### src/rtl/pio_edge_poller_if.sv
`timescale 1ns / 1ps
`default_nettype none
// ============================================================================
// pio_edge_poller_if : PIO register bus (Avalon-MM) plus event-record stream
// Rev 1.0
// ============================================================================
interface pio_edge_poller_if #(
  parameter int DATA_W = 8,
  parameter int TS_W   = 32
);
  logic [1:0]        pio_address;
  logic              pio_chipselect;
  logic              pio_write_n;
  logic [31:0]       pio_writedata;
  logic [31:0]       pio_readdata;

  logic              evt_valid;
  logic              evt_ready;
  logic [DATA_W-1:0] evt_edges;
  logic [DATA_W-1:0] evt_level;
  logic [TS_W-1:0]   evt_timestamp;

  modport master (
    output pio_address, pio_chipselect, pio_write_n, pio_writedata,
    input  pio_readdata,
    output evt_valid, evt_edges, evt_level, evt_timestamp,
    input  evt_ready
  );

  modport slave (
    input  pio_address, pio_chipselect, pio_write_n, pio_writedata,
    output pio_readdata,
    input  evt_valid, evt_edges, evt_level, evt_timestamp,
    output evt_ready
  );
endinterface
`default_nettype wire

### src/rtl/pio_edge_poller.sv
`timescale 1ns / 1ps
`default_nettype none
// ============================================================================
// pio_edge_poller : polls an edge-capture PIO, clears captured bits, emits events
// Rev 1.0
// ============================================================================
module pio_edge_poller #(
  parameter int DATA_W      = 8,
  parameter int POLL_PERIOD = 1024,
  parameter int TS_W        = 32
) (
  input  logic                clk,
  input  logic                reset_n,
  input  logic                enable_i,
  pio_edge_poller_if.master   bus,
  output logic                busy_o,
  output logic [15:0]         missed_polls_o
);

  localparam int              TMR_W      = $clog2(POLL_PERIOD);
  localparam logic [TMR_W-1:0] TMR_RELOAD = TMR_W'(POLL_PERIOD - 1);
  localparam logic [1:0]      ADDR_LEVEL = 2'd0;
  localparam logic [1:0]      ADDR_EDGE  = 2'd3;

  typedef enum logic [2:0] {
    S_IDLE     = 3'd0,
    S_RD_CAP   = 3'd1,
    S_CAP_WAIT = 3'd2,
    S_RD_LVL   = 3'd3,
    S_LVL_WAIT = 3'd4,
    S_CLR      = 3'd5,
    S_EMIT     = 3'd6
  } state_t;

  state_t            state_q;
  logic [TS_W-1:0]   ts_q;
  logic [TMR_W-1:0]  timer_q;
  logic [DATA_W-1:0] cap_q;
  logic [DATA_W-1:0] lvl_q;
  logic [TS_W-1:0]   ts_cap_q;
  logic [15:0]       missed_q;
  logic              busy_q;

  logic [1:0]        pio_addr_q;
  logic              pio_cs_q;
  logic              pio_wr_n_q;
  logic [31:0]       pio_wdata_q;
  logic              evt_valid_q;
  logic [DATA_W-1:0] evt_edges_q;
  logic [DATA_W-1:0] evt_level_q;
  logic [TS_W-1:0]   evt_ts_q;

  logic              tick_w;
  logic [DATA_W-1:0] rd_w;
  logic [31:0]       cap_ext_w;

  assign tick_w = enable_i && (timer_q == '0);
  assign rd_w   = bus.pio_readdata[DATA_W-1:0];

  always_comb begin
    cap_ext_w               = '0;
    cap_ext_w[DATA_W-1:0]   = cap_q;
  end

  // Timestamp runs unconditionally; the poll timer only counts while enabled.
  always_ff @(posedge clk or negedge reset_n) begin
    if (!reset_n) begin
      ts_q    <= '0;
      timer_q <= TMR_RELOAD;
    end else begin
      ts_q <= ts_q + TS_W'(1);
      if (!enable_i || tick_w) begin
        timer_q <= TMR_RELOAD;
      end else begin
        timer_q <= timer_q - TMR_W'(1);
      end
    end
  end

  always_ff @(posedge clk or negedge reset_n) begin
    if (!reset_n) begin
      state_q     <= S_IDLE;
      busy_q      <= 1'b0;
      missed_q    <= '0;
      cap_q       <= '0;
      lvl_q       <= '0;
      ts_cap_q    <= '0;
      pio_addr_q  <= ADDR_LEVEL;
      pio_cs_q    <= 1'b0;
      pio_wr_n_q  <= 1'b1;
      pio_wdata_q <= '0;
      evt_valid_q <= 1'b0;
      evt_edges_q <= '0;
      evt_level_q <= '0;
      evt_ts_q    <= '0;
    end else begin
      // Bus returns to idle unless the next state drives a cycle.
      pio_addr_q  <= ADDR_LEVEL;
      pio_cs_q    <= 1'b0;
      pio_wr_n_q  <= 1'b1;
      pio_wdata_q <= '0;

      if (tick_w && (state_q != S_IDLE) && (missed_q != 16'hFFFF)) begin
        missed_q <= missed_q + 16'd1;
      end

      unique case (state_q)
        S_IDLE: begin
          if (tick_w) begin
            state_q    <= S_RD_CAP;
            busy_q     <= 1'b1;
            pio_addr_q <= ADDR_EDGE;
            pio_cs_q   <= 1'b1;
          end
        end
        S_RD_CAP: begin
          state_q <= S_CAP_WAIT;
        end
        S_CAP_WAIT: begin
          cap_q    <= rd_w;
          ts_cap_q <= ts_q;
          if (rd_w == '0) begin
            state_q <= S_IDLE;
            busy_q  <= 1'b0;
          end else begin
            state_q    <= S_RD_LVL;
            pio_addr_q <= ADDR_LEVEL;
            pio_cs_q   <= 1'b1;
          end
        end
        S_RD_LVL: begin
          state_q <= S_LVL_WAIT;
        end
        S_LVL_WAIT: begin
          // Write-1-to-clear only the bits we captured; later edges stay pending.
          lvl_q       <= rd_w;
          state_q     <= S_CLR;
          pio_addr_q  <= ADDR_EDGE;
          pio_cs_q    <= 1'b1;
          pio_wr_n_q  <= 1'b0;
          pio_wdata_q <= cap_ext_w;
        end
        S_CLR: begin
          state_q     <= S_EMIT;
          evt_valid_q <= 1'b1;
          evt_edges_q <= cap_q;
          evt_level_q <= lvl_q;
          evt_ts_q    <= ts_cap_q;
        end
        S_EMIT: begin
          if (bus.evt_ready) begin
            evt_valid_q <= 1'b0;
            state_q     <= S_IDLE;
            busy_q      <= 1'b0;
          end
        end
        default: begin
          state_q <= S_IDLE;
          busy_q  <= 1'b0;
        end
      endcase
    end
  end

  assign bus.pio_address    = pio_addr_q;
  assign bus.pio_chipselect = pio_cs_q;
  assign bus.pio_write_n    = pio_wr_n_q;
  assign bus.pio_writedata  = pio_wdata_q;
  assign bus.evt_valid      = evt_valid_q;
  assign bus.evt_edges      = evt_edges_q;
  assign bus.evt_level      = evt_level_q;
  assign bus.evt_timestamp  = evt_ts_q;
  assign busy_o             = busy_q;
  assign missed_polls_o     = missed_q;

endmodule
`default_nettype wire

### src/flat_wrapper.sv
// flat-port wrapper written by rule: the top's interface ports become plain ports
module pio_edge_poller_flat 
#(
  parameter int DATA_W      = 8,
  parameter int POLL_PERIOD = 1024,
  parameter int TS_W        = 32
)
  (clk, reset_n, enable_i, busy_o, missed_polls_o, bus_pio_address, bus_pio_chipselect, bus_pio_write_n, bus_pio_writedata, bus_pio_readdata, bus_evt_valid, bus_evt_edges, bus_evt_level, bus_evt_timestamp, bus_evt_ready);
  pio_edge_poller_if #(.DATA_W(DATA_W), .TS_W(TS_W)) bus_i ();
  input  logic clk;
  input  logic reset_n;
  input  logic enable_i;
  output logic busy_o;
  output logic [15:0] missed_polls_o;
  output wire logic [$bits(bus_i.pio_address)-1:0] bus_pio_address;
  output wire logic [$bits(bus_i.pio_chipselect)-1:0] bus_pio_chipselect;
  output wire logic [$bits(bus_i.pio_write_n)-1:0] bus_pio_write_n;
  output wire logic [$bits(bus_i.pio_writedata)-1:0] bus_pio_writedata;
  input wire logic [$bits(bus_i.pio_readdata)-1:0] bus_pio_readdata;
  output wire logic [$bits(bus_i.evt_valid)-1:0] bus_evt_valid;
  output wire logic [$bits(bus_i.evt_edges)-1:0] bus_evt_edges;
  output wire logic [$bits(bus_i.evt_level)-1:0] bus_evt_level;
  output wire logic [$bits(bus_i.evt_timestamp)-1:0] bus_evt_timestamp;
  input wire logic [$bits(bus_i.evt_ready)-1:0] bus_evt_ready;
  assign bus_pio_address = bus_i.pio_address;
  assign bus_pio_chipselect = bus_i.pio_chipselect;
  assign bus_pio_write_n = bus_i.pio_write_n;
  assign bus_pio_writedata = bus_i.pio_writedata;
  assign bus_i.pio_readdata = bus_pio_readdata;
  assign bus_evt_valid = bus_i.evt_valid;
  assign bus_evt_edges = bus_i.evt_edges;
  assign bus_evt_level = bus_i.evt_level;
  assign bus_evt_timestamp = bus_i.evt_timestamp;
  assign bus_i.evt_ready = bus_evt_ready;
  pio_edge_poller #(.DATA_W(DATA_W), .POLL_PERIOD(POLL_PERIOD), .TS_W(TS_W)) u_core (.clk(clk), .reset_n(reset_n), .enable_i(enable_i), .bus(bus_i), .busy_o(busy_o), .missed_polls_o(missed_polls_o));
endmodule
### config.mk
export PLATFORM = sky130hd
export DESIGN_NAME = pio_edge_poller_flat
export DESIGN_NICKNAME = d
export VERILOG_FILES = /design/src/rtl/pio_edge_poller_if.sv /design/src/rtl/pio_edge_poller.sv /design/src/flat_wrapper.sv
export SDC_FILE = /design/constraint.sdc
export NUM_CORES = 1
export LEC_CHECK = 0
export ABC_AREA = 0
export BUFFER_PORTS_ARGS = -buffer_cell sky130_fd_sc_hd__buf_4
export CORE_MARGIN = 4
export CORE_UTILIZATION = 40
export CTS_CLUSTER_SIZE = 12
export DETAILED_ROUTE_END_ITERATION = 16
export GPL_TIMING_DRIVEN = 0
export HOLD_SLACK_MARGIN = 0.08
export PLACE_DENSITY_LB_ADDON = 0.05
export SYNTH_ARGS = -nofsm -noshare
export SYNTH_HDL_FRONTEND = slang
export SYNTH_SLANG_ARGS = --single-unit
### constraint.sdc
create_clock -name clk -period 5.2 [get_ports clk]
set_clock_uncertainty 0.05 [all_clocks]
set_input_delay 0 -clock clk [delete_from_list [all_inputs] [get_ports clk]]
set_output_delay 0 -clock clk [all_outputs]
set_load 0.01 [all_outputs]
-- After elaboration in Yosys (flattened, before gate mapping)
Cells that the tools add are included.
- word-level logic and storage cells: 61
- input port bits: 36
- bits in registers: 171
- eq/ne operators: 10
- $add $sub $neg: 3
- bitwise logic cells: 1
- reduce and logical (&&, ||, !) cells: 14
- mux-type cells: 17
- operators with widths (operator ; count):
    adder 32 x 1 -> 32 bit (second input constant) ; 1
    one-hot mux 3 bit (7 select lines) ; 1
    adder 16 x 1 -> 16 bit (second input constant) ; 1
    inequality test 16 bit (second input constant) ; 1
    logical NOT 10 bit ; 1
    two-way mux 10 bit ; 1
    subtractor 10 x 1 -> 10 bit (second input constant) ; 1
    == test 3 bit (second input constant) ; 3
    logical NOT 8 bit ; 1
    two-way mux 8 bit ; 1
    == test 3 x 2 -> 1 bit (second input constant) ; 2
    two-way mux 1 bit ; 6
    two-way mux 3 bit ; 2
    two-way mux 2 bit ; 2
    inequality test 2 x 1 -> 1 bit (second input constant) ; 2
    one-hot mux 1 bit (4 select lines) ; 1
    one-hot mux 2 bit (2 select lines) ; 1
    AND reduction 2 bit ; 2
    AND reduction 4 bit ; 1
    OR reduction 4 bit ; 1
    == test 3 x 1 -> 1 bit (second input constant) ; 1
    logical AND 1 bit ; 3
    logical NOT 3 bit ; 1
    one-hot mux 1 bit (3 select lines) ; 1
    7 further kinds ; 7

-- Depth between registers and ports, before layout
Gate-level depths: netlist of run 1.
- depth in word-level cells: 4
- mapped depth: 8
- gate-level depth less buffers: 7

-- Worst setup path before layout of run 1
No wires, ideal clock.
- path kind: reg2reg
- start: register u_core.missed_q[7], in the netlist u_core.missed_polls_o[7]
- end: register u_core.missed_q[13], in the netlist u_core.missed_polls_o[13]
- stages on the path, launching flop included: 8
- data arrival time: 1.613 ns
- library setup time: 0.127 ns
- required time: 5.023 ns
- setup slack: 3.410 ns
- cell sequence: dfrtp_1 and4_1 and2_1 clkbuf_1 a31oi_2 buf_4 nand4_1 xnor2_1
- longest elaborated chain between the ends: 2
- elaborated cells between the ends (all ways): 3
- RTL lines (item ; line ; source):
    start: declaration ; pio_edge_poller.sv:41 ; logic [15:0] missed_q;
    start signal: assignment ; pio_edge_poller.sv:104 ; missed_q <= missed_q + 16'd1;
    branches (longest 2 deep; another with adder 16 x 1 -> 16 bit) ; -- ;
Several ways; the timed one is not identified.
A chain may end at the register's enable or synchronous reset.

-- Worst setup path after layout of run 1
- start: register u_core.state_q[1]
- end: register u_core.lvl_q[6]
- longest elaborated chain between the ends: 1
- RTL lines (item ; line ; source):
    start: declaration ; pio_edge_poller.sv:35 ; state_t state_q;
    start signal: assignment ; pio_edge_poller.sv:82 ; state_q <= S_IDLE;
    start signal: assignment ; pio_edge_poller.sv:110 ; state_q <= S_RD_CAP;
    start signal: assignment ; pio_edge_poller.sv:117 ; state_q <= S_CAP_WAIT;
    == test 3 bit ; pio_edge_poller.sv:107 ; unique case (state_q)
    end signal: assignment ; pio_edge_poller.sv:136 ; lvl_q <= rd_w;
    end: declaration ; pio_edge_poller.sv:39 ; logic [DATA_W-1:0] lvl_q;
Every way passes these cells.

==> metrics.txt, run 1 <==
first-pass GRT wire length=22,620 um; switching pwr=0.9903 mW; worst-skew pair later-pin latency=0.41 ns; H-tree Lvls=4; worst-path fanout max=10; clock sink count=170; WP data arrival=2.38 ns; ANT cells=0; core area=17,240 um2; Worst Hold Class=in -> async; Total GRT Usage=14.11%; crit path capture type=flop; Post-DP HPWL=9352 um; outcome=finished, final reports clean; Die W=140.3 um; nets=704; Routed WL per cell=14.85 um; Cell Area, Synth=7005 um2; die area=19,700 um2; clock share of power=34.2%; Peak Freq=470.2 MHz; IO Pins=138; setup TNS=0 ns; Initial Util=40.64%; Max Slew Vio Count=0; die height=140.3 um; post-synthesis sequential area ratio=60.92%; Synth Flop Type=dfrtp_1; Int Power=2.739 mW; final worst path period share=40.90%; drt initial violations=143; slowest stage delay, CP=0.63 ns; Gate power share=21.5%; Final setup viols=0; Avg Cell Area, Syn=13.42 um2; final wirelength=13,410 um; Worst setup SP type=flop; vias=4,263; Worst Hold Slack=0.1046 ns; Peak VDD IR=0.2822 mV; crit-path cells=clkbuf_1, nor3b_2, clkbuf_1, mux2_2; antenna violations before repair=0; EDFF count, synth=0; Power, Total=3.730 mW; CTS Root Cell=clkbuf_16; TritonCTS clock tree=yes; layout cell share with drive strength beyond 1=40.56%; final worst path period need=2.127 ns; Inserted Clock Buffers=17; Static Leakage=4.246 nW; Longest Clk Path Bufs=2; vias in the first global route=4,457; PwrDens=424.0 nW/um2; setup repair after global routing missed its margin=false; DR vias/cell=4.721; Worst Path Required=5.45 ns; async set or reset register ratio after synthesis=100.0%; Area Growth Syn to Fin=25.56%; Worst path most repeated cell=clkbuf_1; gp weighted congestion=0.8057; flops & latches, synth=170; DRT antenna net count=0; Relative slew margins=52.44%; clk slew on worst S/H paths=0.06 ns; slowest CP cell=nor3b_2; Max Cap Viol=0; final hold viol count=0; largest net degree at the start of global routing=93; yosys warns=0; synth unique cells=42; std cell rows=48; # port buffers=89; gate count after technology mapping=522; Reg power frac=44.2%; GR Overflow Total=0; # DRC=0; CP Class=reg -> reg; fill count=1,511; Worst-Margin Slew=0.7102 ns; post-cts sizing count=0; reg2reg setup slack=3.07 ns; 1st-pass router iterations=4; Sw Ratio=26.55%
[final cells by class]
type                       count  area [um2]  share of cell area (%)
buffer                        42       264.0                   3.001
clock buffer                  23       498.0                   5.661
clock inverter                 9       111.4                   1.266
inverter                       7       26.28                  0.2987
multi-input combinational    326        2534                   28.81
sequential                   170        4268                   48.52
tap                          225       281.5                   3.201
timing repair buffer         101       813.3                   9.246
[synth_stat cells (5+ instances only)]
master,count,area [um2]
nor2_1,17,63.81
mux2_2,98,1104
xor2_1,11,96.34
dfrtp_1,159,3979
and3_1,9,56.30
xnor2_1,40,350.3
inv_1,7,26.28
clkbuf_1,9,33.78
nand2_1,36,135.1
buf_2,7,35.03
nand3_1,17,85.08
and2_1,12,75.07
a21oi_1,5,25.02
dfstp_2,11,289.0
nand4_1,16,100.1
buf_4,26,195.2
[cell usage in the layout (no fill, tap or decap), drive strengths merged, types with 2 or more instances in the layout]
| cell | Yosys | routed |
|---|---|---|
| buf | 33 | 123 |
| and4 | 2 | 2 |
| nand4 | 16 | 16 |
| dlygate4sd3 | 0 | 11 |
| clkinv | 0 | 4 |
| clkinvlp | 0 | 2 |
| nor4 | 3 | 3 |
| nor3 | 6 | 6 |
| nor3b | 2 | 2 |
| nor2b | 2 | 2 |
| a21oi | 5 | 5 |
| conb | 1 | 24 |
| and3 | 9 | 9 |
| bufinv | 0 | 2 |
| xnor2 | 40 | 40 |
| mux2 | 98 | 98 |
| and2 | 12 | 12 |
| nand2 | 36 | 36 |
| clkbuf | 9 | 32 |
| ha | 3 | 3 |
| dfstp | 11 | 11 |
| xor2 | 11 | 11 |
| or4 | 4 | 4 |
| inv | 7 | 8 |
| nand3 | 19 | 19 |
| dfrtp | 159 | 159 |
| nor2 | 18 | 18 |
| o21ai | 5 | 5 |
| or3 | 2 | 2 |
[logic make-up after synthesis]
logic type	count (synthesis)	share of synthesized area (%)
flip-flops	170	60.92
AND/OR/NAND/NOR	132	10.48
AO/OA/AOI/OAI	18	1.733
XOR/XNOR	51	6.376
adder cells (fa/ha/maj)	3	0.5359
other	1	0.05353
multiplexers	98	15.75
buffers and inverters	49	4.144
[power groups by stage]
stage / registers (mW) / clock network [mW] / logic [mW]
after floorplan: 1.70 / 0 / 0.438
after CTS: 1.65 / 1.32 / 0.826
after global placement: 1.67 / 0 / 0.798
after detailed placement: 1.68 / 0 / 0.818
final: 1.65 / 1.28 / 0.803
after global routing: 1.68 / 1.37 / 0.881
[per-stage QoR]
| step | setup WS (ns) | area (um2) | utilization [%] | instances |
|---|---|---|---|---|
| floorplan | 3.410 | 7092 | - | 545 |
| global placement | 3.042 | 8041 | 46.65 | 859 |
| detailed placement | 3.005 | 8077 | 46.86 | 860 |
| CTS | 2.997 | 8796 | 51.03 | 903 |
| global route | 2.904 | 8796 | 51.03 | 903 |
| finish | 3.073 | 8796 | 51.03 | 903 |
[critical path: cells and delay by family (launching register included)]
family | cells | cell delay (ns)
flops | 1 | 0.35
simple gates | 1 | 0.63
mux | 1 | 0.38
buf+inv | 2 | 0.60
[sequential cells by signal (all words and copies together) (netlist names)]
register,cells
u_core.bus.pio_chipselect,1
u_core.ts_q,32
u_core.state_q,3
u_core.ts_cap_q,32
u_core.missed_polls_o,16
u_core.cap_q,8
u_core.timer_q,10
u_core.bus.evt_edges,8
u_core.lvl_q,8
u_core.bus.pio_address,1
u_core.bus.pio_writedata,8
u_core.busy_o,1
u_core.bus.evt_valid,1
u_core.bus.pio_write_n,1
u_core.bus.evt_timestamp,32
u_core.bus.evt_level,8
[routing by layer]
layer / GRT usage [%] / vias to the layer above / wire (um)
met2: 22.91 / 75 / 6514
met5: 0 / - / 0
met3: 3.004 / 12 / 511
met4: 5.813 / 0 / 209
li1: - / 2038 / -
met1: 18.45 / 2138 / 6176
[what timing repair did]
action                    4_1_cts  5_1_grt
hold buffers                   11        0
hold endpoints to repair      194        0
setup buffers                   0        0
[worst paths after layout]
kind                                               start                                    end  cells after the start
max                        u_core.state_q[1]$_DFFE_PN0P_            u_core.lvl_q[6]$_DFFE_PN0N_                      4
min                                              reset_n  u_core.missed_polls_o[15]$_DFFE_PN0P_                      2
max reg2reg                u_core.state_q[1]$_DFFE_PN0P_            u_core.lvl_q[6]$_DFFE_PN0N_                      4
min reg2reg                    u_core.ts_q[31]$_DFF_PN0_              u_core.ts_q[31]$_DFF_PN0_                      1
max in group asynchronous                        reset_n       u_core.bus.pio_write_n$_DFF_PN1_                      3
min in group clk                                enable_i            u_core.timer_q[2]$_DFF_PN1_                      3
Note: power is estimated with default switching activity, not from simulation.
==> run 2: changes to the inputs <==
- clock period: 5.2 -> 2.01 ns (I/O delays scaled with it)
==> run 2 against run 1 <==
Critical path depth rose by 1. Setup slack got worse by 3.0 ns. Core utilization rose by 0.29 points. Critical endpoint is now u_core.ts_cap_q[15]$_DFFE_PN0N_. Combinational power rose to 2.6 times the previous value. Design area rose by 0.57%. Register-to-register slack got worse by 3.0 ns. Power rose to 2.6 times the previous value. Critical path type unchanged. Sequential share of layout area fell by 0.25 points.
==> metrics.txt, run 2 (synthesis results as in run 1) <==
GRT busiest layer=met2; PwrDens=1094 nW/um2; final std cells w/o fill=902; # port buffers=89; Worst setup SP type=flop; highest-count cells in the layout ignoring fill and taps=dfrtp_1, buf_4, mux2_2; die area=19,700 um2; R2R Path End=u_core.ts_cap_q[15]$_DFFE_PN0N_; core area=17,240 um2; reg2reg setup slack=0.11 ns; final hold viol count=0; die height=140.3 um; final worst path period share=94.34%; vias in the first global route=4,459; 1st-pass router iterations=4; Post-DP Area=8077 um2; first-pass GRT wire length=22,670 um; commonest non-fill, non-tap cell in the layout=dfrtp_1; CP Class=reg -> reg; GR Overflow Total=0; Max Cap Viol=0; TritonCTS clock tree=yes; Peak Freq=527.4 MHz; ANT cells=0; IO Pins=138; Relative slew margins=58.79%; Initial Util=40.64%; WP data arrival=2.14 ns; worst-skew pair later-pin latency=0.41 ns; Reg power frac=44.4%; largest net degree at the start of global routing=93; clock sink count=170; DP Cell Count=860; layout cell share with drive strength beyond 1=41.95%; GR Util met1=18.53%; Longest Clk Path Bufs=2; switching pwr=2.576 mW; drt initial violations=155; Worst-Margin Slew=0.6181 ns; DR vias/cell=4.739; vias=4,275; antenna violations before repair=0; setup repair after global routing missed its margin=true; # DRC=0; clk slew on worst S/H paths=0.06 ns; DRT antenna net count=0; gp weighted congestion=0.8057; Int Power=7.098 mW; crit path capture type=flop; Peak VDD IR=0.7330 mV; final wirelength=13,560 um; Total GRT Usage=14.15%; std cell rows=48; final worst path period need=1.896 ns; met3 Usage GRT=3.004%; Post-DP HPWL=9352 um; Worst Hold Class=in -> async; Area Growth Syn to Fin=26.27%; grt met2 use=23.06%; fill count=1,501; Worst Path Required=2.26 ns; CTS Root Cell=clkbuf_16; R2R Path Start=u_core.state_q[0]$_DFFE_PN0P_; Die W=140.3 um; Max Slew Vio Count=0; worst-path fanout max=10; Gate power share=21.4%; Routed WL per cell=15.03 um; Sw Ratio=26.63%; Final setup viols=0; Static Leakage=4.276 nW; outcome=finished, final reports clean; worst r2r path cells=5; fin util=51.32%; clock share of power=34.2%; nets=703; H-tree Lvls=4; Inserted Clock Buffers=17; final instance area=8846 um2
==> run 2: cell types whose count changed in the layout (fill, tap and decap cells not counted), moves of 2 or more <==
cell      change
buf_2         -2
buf_4         +2
dfrtp_2       +2
clkbuf_1      -5
dfrtp_1       -2
clkbuf_2      +3
==> run 2: power by group through the flow <==
stage                     Sequential [mW]  Clock (mW)  Combinational [mW]
final                                4.30        3.30                2.07
after floorplan                      4.40           0                1.13
after global routing                 4.37        3.54                2.27
after CTS                            4.28        3.41                2.15
after global placement               4.31           0                2.06
after detailed placement             4.34           0                2.12
==> run 2: worst max-delay path, cell delays in order (launching register included) <==
cell and delay [ns]:
dfrtp_1 0.46, nor2_1 0.22, and2_1 0.17, clkbuf_1 0.19, buf_2 0.31, mux2_2 0.38
==> run 2: repair_timing <==
action	in CTS	in global routing
endpoints found under the setup margin	26	48
hold buffers	11	0
endpoints found under the hold margin	193	0
pin swaps	0	1
resized for setup	7	9
setup buffers	0	1
==> run 2: worst max-delay path by stage <==
stage	cells past startpoint	to	slack, ns	startpoint
finish	5	u_core.ts_cap_q[15]$_DFFE_PN0N_	0.11	u_core.state_q[0]$_DFFE_PN0P_
floorplan	7	u_core.missed_polls_o[13]$_DFFE_PN0P_	0.22	u_core.missed_polls_o[7]$_DFFE_PN0P_
CTS	6	u_core.bus.evt_timestamp[15]$_DFFE_PN0P_	0.01	u_core.state_q[1]$_DFFE_PN0P_
global route	5	u_core.ts_cap_q[16]$_DFFE_PN0N_	-0.01	u_core.state_q[0]$_DFFE_PN0P_
global placement	4	u_core.lvl_q[6]$_DFFE_PN0N_	-0.15	u_core.state_q[1]$_DFFE_PN0P_
detailed placement	4	u_core.lvl_q[6]$_DFFE_PN0N_	-0.19	u_core.state_q[1]$_DFFE_PN0P_
==> run 2: layer usage <==
layer,part of all wire (%),wire (um)
met5,0,0
met4,1.4,191
met3,3.9,522
met2,49,6615
met1,46,6227
==> run 2: final cells by class <==
cell class | instances | area, um2 | share of cell area (%)
flip-flops and latches | 170 | 4270 | 48.27
multi-input cells | 326 | 2569 | 29.04
repair buffers | 102 | 820.8 | 9.279
clock buffers | 23 | 498.0 | 5.629
well taps | 225 | 281.5 | 3.182
plain buffers | 40 | 269.0 | 3.041
clock inverters | 9 | 111.4 | 1.259
inverters | 7 | 26.28 | 0.2970
==> run 2: through the flow <==
| stage | setup TNS (ns) | worst slack [ns] | total power, mW | hold slack (ns) |
|---|---|---|---|---|
| 2_1_floorplan | 0 | 0.2203 | 5.531 | -0.3456 |
| 3_3_place_gp | -12.00 | -0.1482 | 6.374 | 0.1420 |
| 3_5_place_dp | -1.354 | -0.1852 | 6.454 | -0.02155 |
| 4_1_cts | 0 | 0.01493 | 9.838 | 0.1386 |
| 5_1_grt | -0.06483 | -0.01100 | 10.17 | 0.1737 |
| 6_report | 0 | 0.1138 | 9.674 | 0.1038 |
==> run 3: changes to the inputs <==
- CORE_ASPECT_RATIO: not set -> 0.5
- GPL_TIMING_DRIVEN: 0 -> not set
==> run 3 against run 2 <==
Worst hold slack better by 0.15 ns. Clock power is 3% lower. Setup slack better by 0.0038 ns. Power is 1.6% lower. Register-to-register slack hardly changed. Maximum frequency is 0.20% higher. Critical path type unchanged. Largest cell class unchanged.
==> metrics.txt, run 3 (synthesis results as in run 1) <==
slowest stage delay, CP=0.61 ns; Sw Ratio=27.37%; crit-path cells=nand3_2, or4_4, nor3_4, nand2_1, xnor2_1; slowest CP cell=or4_4; die height=101.6 um; PwrDens=1093 nW/um2; GR Overflow Total=0; Post-DP HPWL=8811 um; Initial Util=41.79%; vias in the first global route=4,477; Die W=195.2 um; Longest Clk Path Bufs=2; final worst path period need=1.892 ns; CP Class=reg -> reg; DP Cell Count=841; final worst path period share=94.15%; core area=16,760 um2; layout cell share with drive strength beyond 1=40.36%; # DRC=0; # port buffers=89; die area=19,820 um2; Gate power share=21.3%; WP data arrival=2.15 ns; IO Pins=138; std cell rows=33; Static Leakage=4.192 nW; nets=685; commonest non-fill, non-tap cell in the layout=dfrtp_1; drt initial violations=172; clock share of power=33.7%; final wirelength=13,270 um; DR vias/cell=4.710; first-pass GRT wire length=22,870 um; highest-count cells in the layout ignoring fill and taps=dfrtp_1, buf_4, mux2_2; 1st-pass router iterations=5; gp weighted congestion=0.7338; worst-skew pair later-pin latency=0.42 ns; setup bufs post-CTS=0; largest net degree at the start of global routing=53; final std cells w/o fill=886; switching pwr=2.607 mW; Worst setup SP type=flop; Max Cap Viol=0; Final setup viols=0; outcome=finished, final reports clean; Int Power=6.917 mW; ANT cells=0; Area Growth Syn to Fin=24.40%; setup TNS=0 ns; worst-path fanout max=5; Peak VDD IR=0.6774 mV; Max Slew Vio Count=0; clk slew on worst S/H paths=0.06 ns; Routed WL per cell=14.98 um; DRT antenna net count=0; TritonCTS clock tree=yes; Peak Freq=528.4 MHz; crit path capture type=flop; vias=4,173; Crit path max-delay family=simple AND/OR/NAND/NOR gates; Worst Hold Class=in -> reg; buffers and inverters on the worst path=0; H-tree Lvls=4; Reg power frac=45.0%; CTS Root Cell=clkbuf_16; final hold viol count=0; Total GRT Usage=14.41%; Inserted Clock Buffers=17; clock sink count=170; setup repair after global routing missed its margin=true; Worst Path Required=2.26 ns; antenna violations before repair=0
==> run 3: power by group through the flow <==
| stage | registers, mW | clock network [mW] | logic [mW] |
|---|---|---|---|
| final | 4.28 | 3.21 | 2.03 |
| after global routing | 4.36 | 3.47 | 2.22 |
| after CTS | 4.29 | 3.33 | 2.08 |
| after detailed placement | 4.36 | 0 | 2.05 |
| after global placement | 4.35 | 0 | 2.04 |
| after floorplan | 4.40 | 0 | 1.13 |
==> run 3: stage by stage <==
step                util (%)  cell area (um2)  setup slack, ns  total power [mW]  hold slack, ns
floorplan                  -             7092           0.2203             5.531         -0.3456
global placement       47.66             7990           0.1394             6.382        -0.04061
global route           51.99             8715        -0.003661             10.05          0.3021
CTS                    51.90             8701           0.1031             9.700          0.2437
finish                 51.99             8715           0.1176             9.524          0.2583
detailed placement     47.66             7990           0.1113             6.411        -0.04011
==> run 3: path summary, 6_finish.rpt <==
check,slack [ns],cells past startpoint,endpoint,from
setup / recovery,0.12,5,u_core.ts_q[25]$_DFF_PN0_,u_core.ts_q[10]$_DFF_PN0_
hold / removal,0.26,3,u_core.timer_q[6]$_DFF_PN1_,enable_i
setup reg to reg,0.12,5,u_core.ts_q[25]$_DFF_PN0_,u_core.ts_q[10]$_DFF_PN0_
hold reg to reg,0.43,1,u_core.timer_q[0]$_DFF_PN1_,u_core.timer_q[0]$_DFF_PN1_
max in group asynchronous,0.53,4,u_core.bus.evt_timestamp[18]$_DFFE_PN0P_,reset_n
min in group asynchronous,0.63,3,u_core.bus.evt_timestamp[28]$_DFFE_PN0P_,reset_n
==> run 3: what timing repair did <==
action,CTS,global route
hold endpoints to repair,199,0
hold buffers,13,0
endpoints found under the setup margin,0,10
gates resized for setup,0,3
==> run 3: cell type report <==
cell class / count / area, um2
fillers: 1474 / 8049
repair buffers: 124 / 1010
clock inverters: 12 / 113.9
clock buffers: 20 / 466.7
multi-input cells: 326 / 2546
flip-flops and latches: 170 / 4268
well taps: 227 / 284.0
inverters: 7 / 26.28
==> run 3: per-layer routing <==
metal  routed length (um)  up-vias  GRT usage, %
met5                    0        -             0
met4                  150        0         4.504
met3                  486       13         3.755
met2                 6108       64         22.77
met1                 6526     2095         19.81
li1                     -     2001             -
==> run 3: worst reg2reg max path, cell delays in order (launching register included) <==
cell,delay [ns]
dfrtp_1,0.44
nand3_2,0.12
or4_4,0.62
nor3_4,0.31
nand2_1,0.11
xnor2_1,0.13
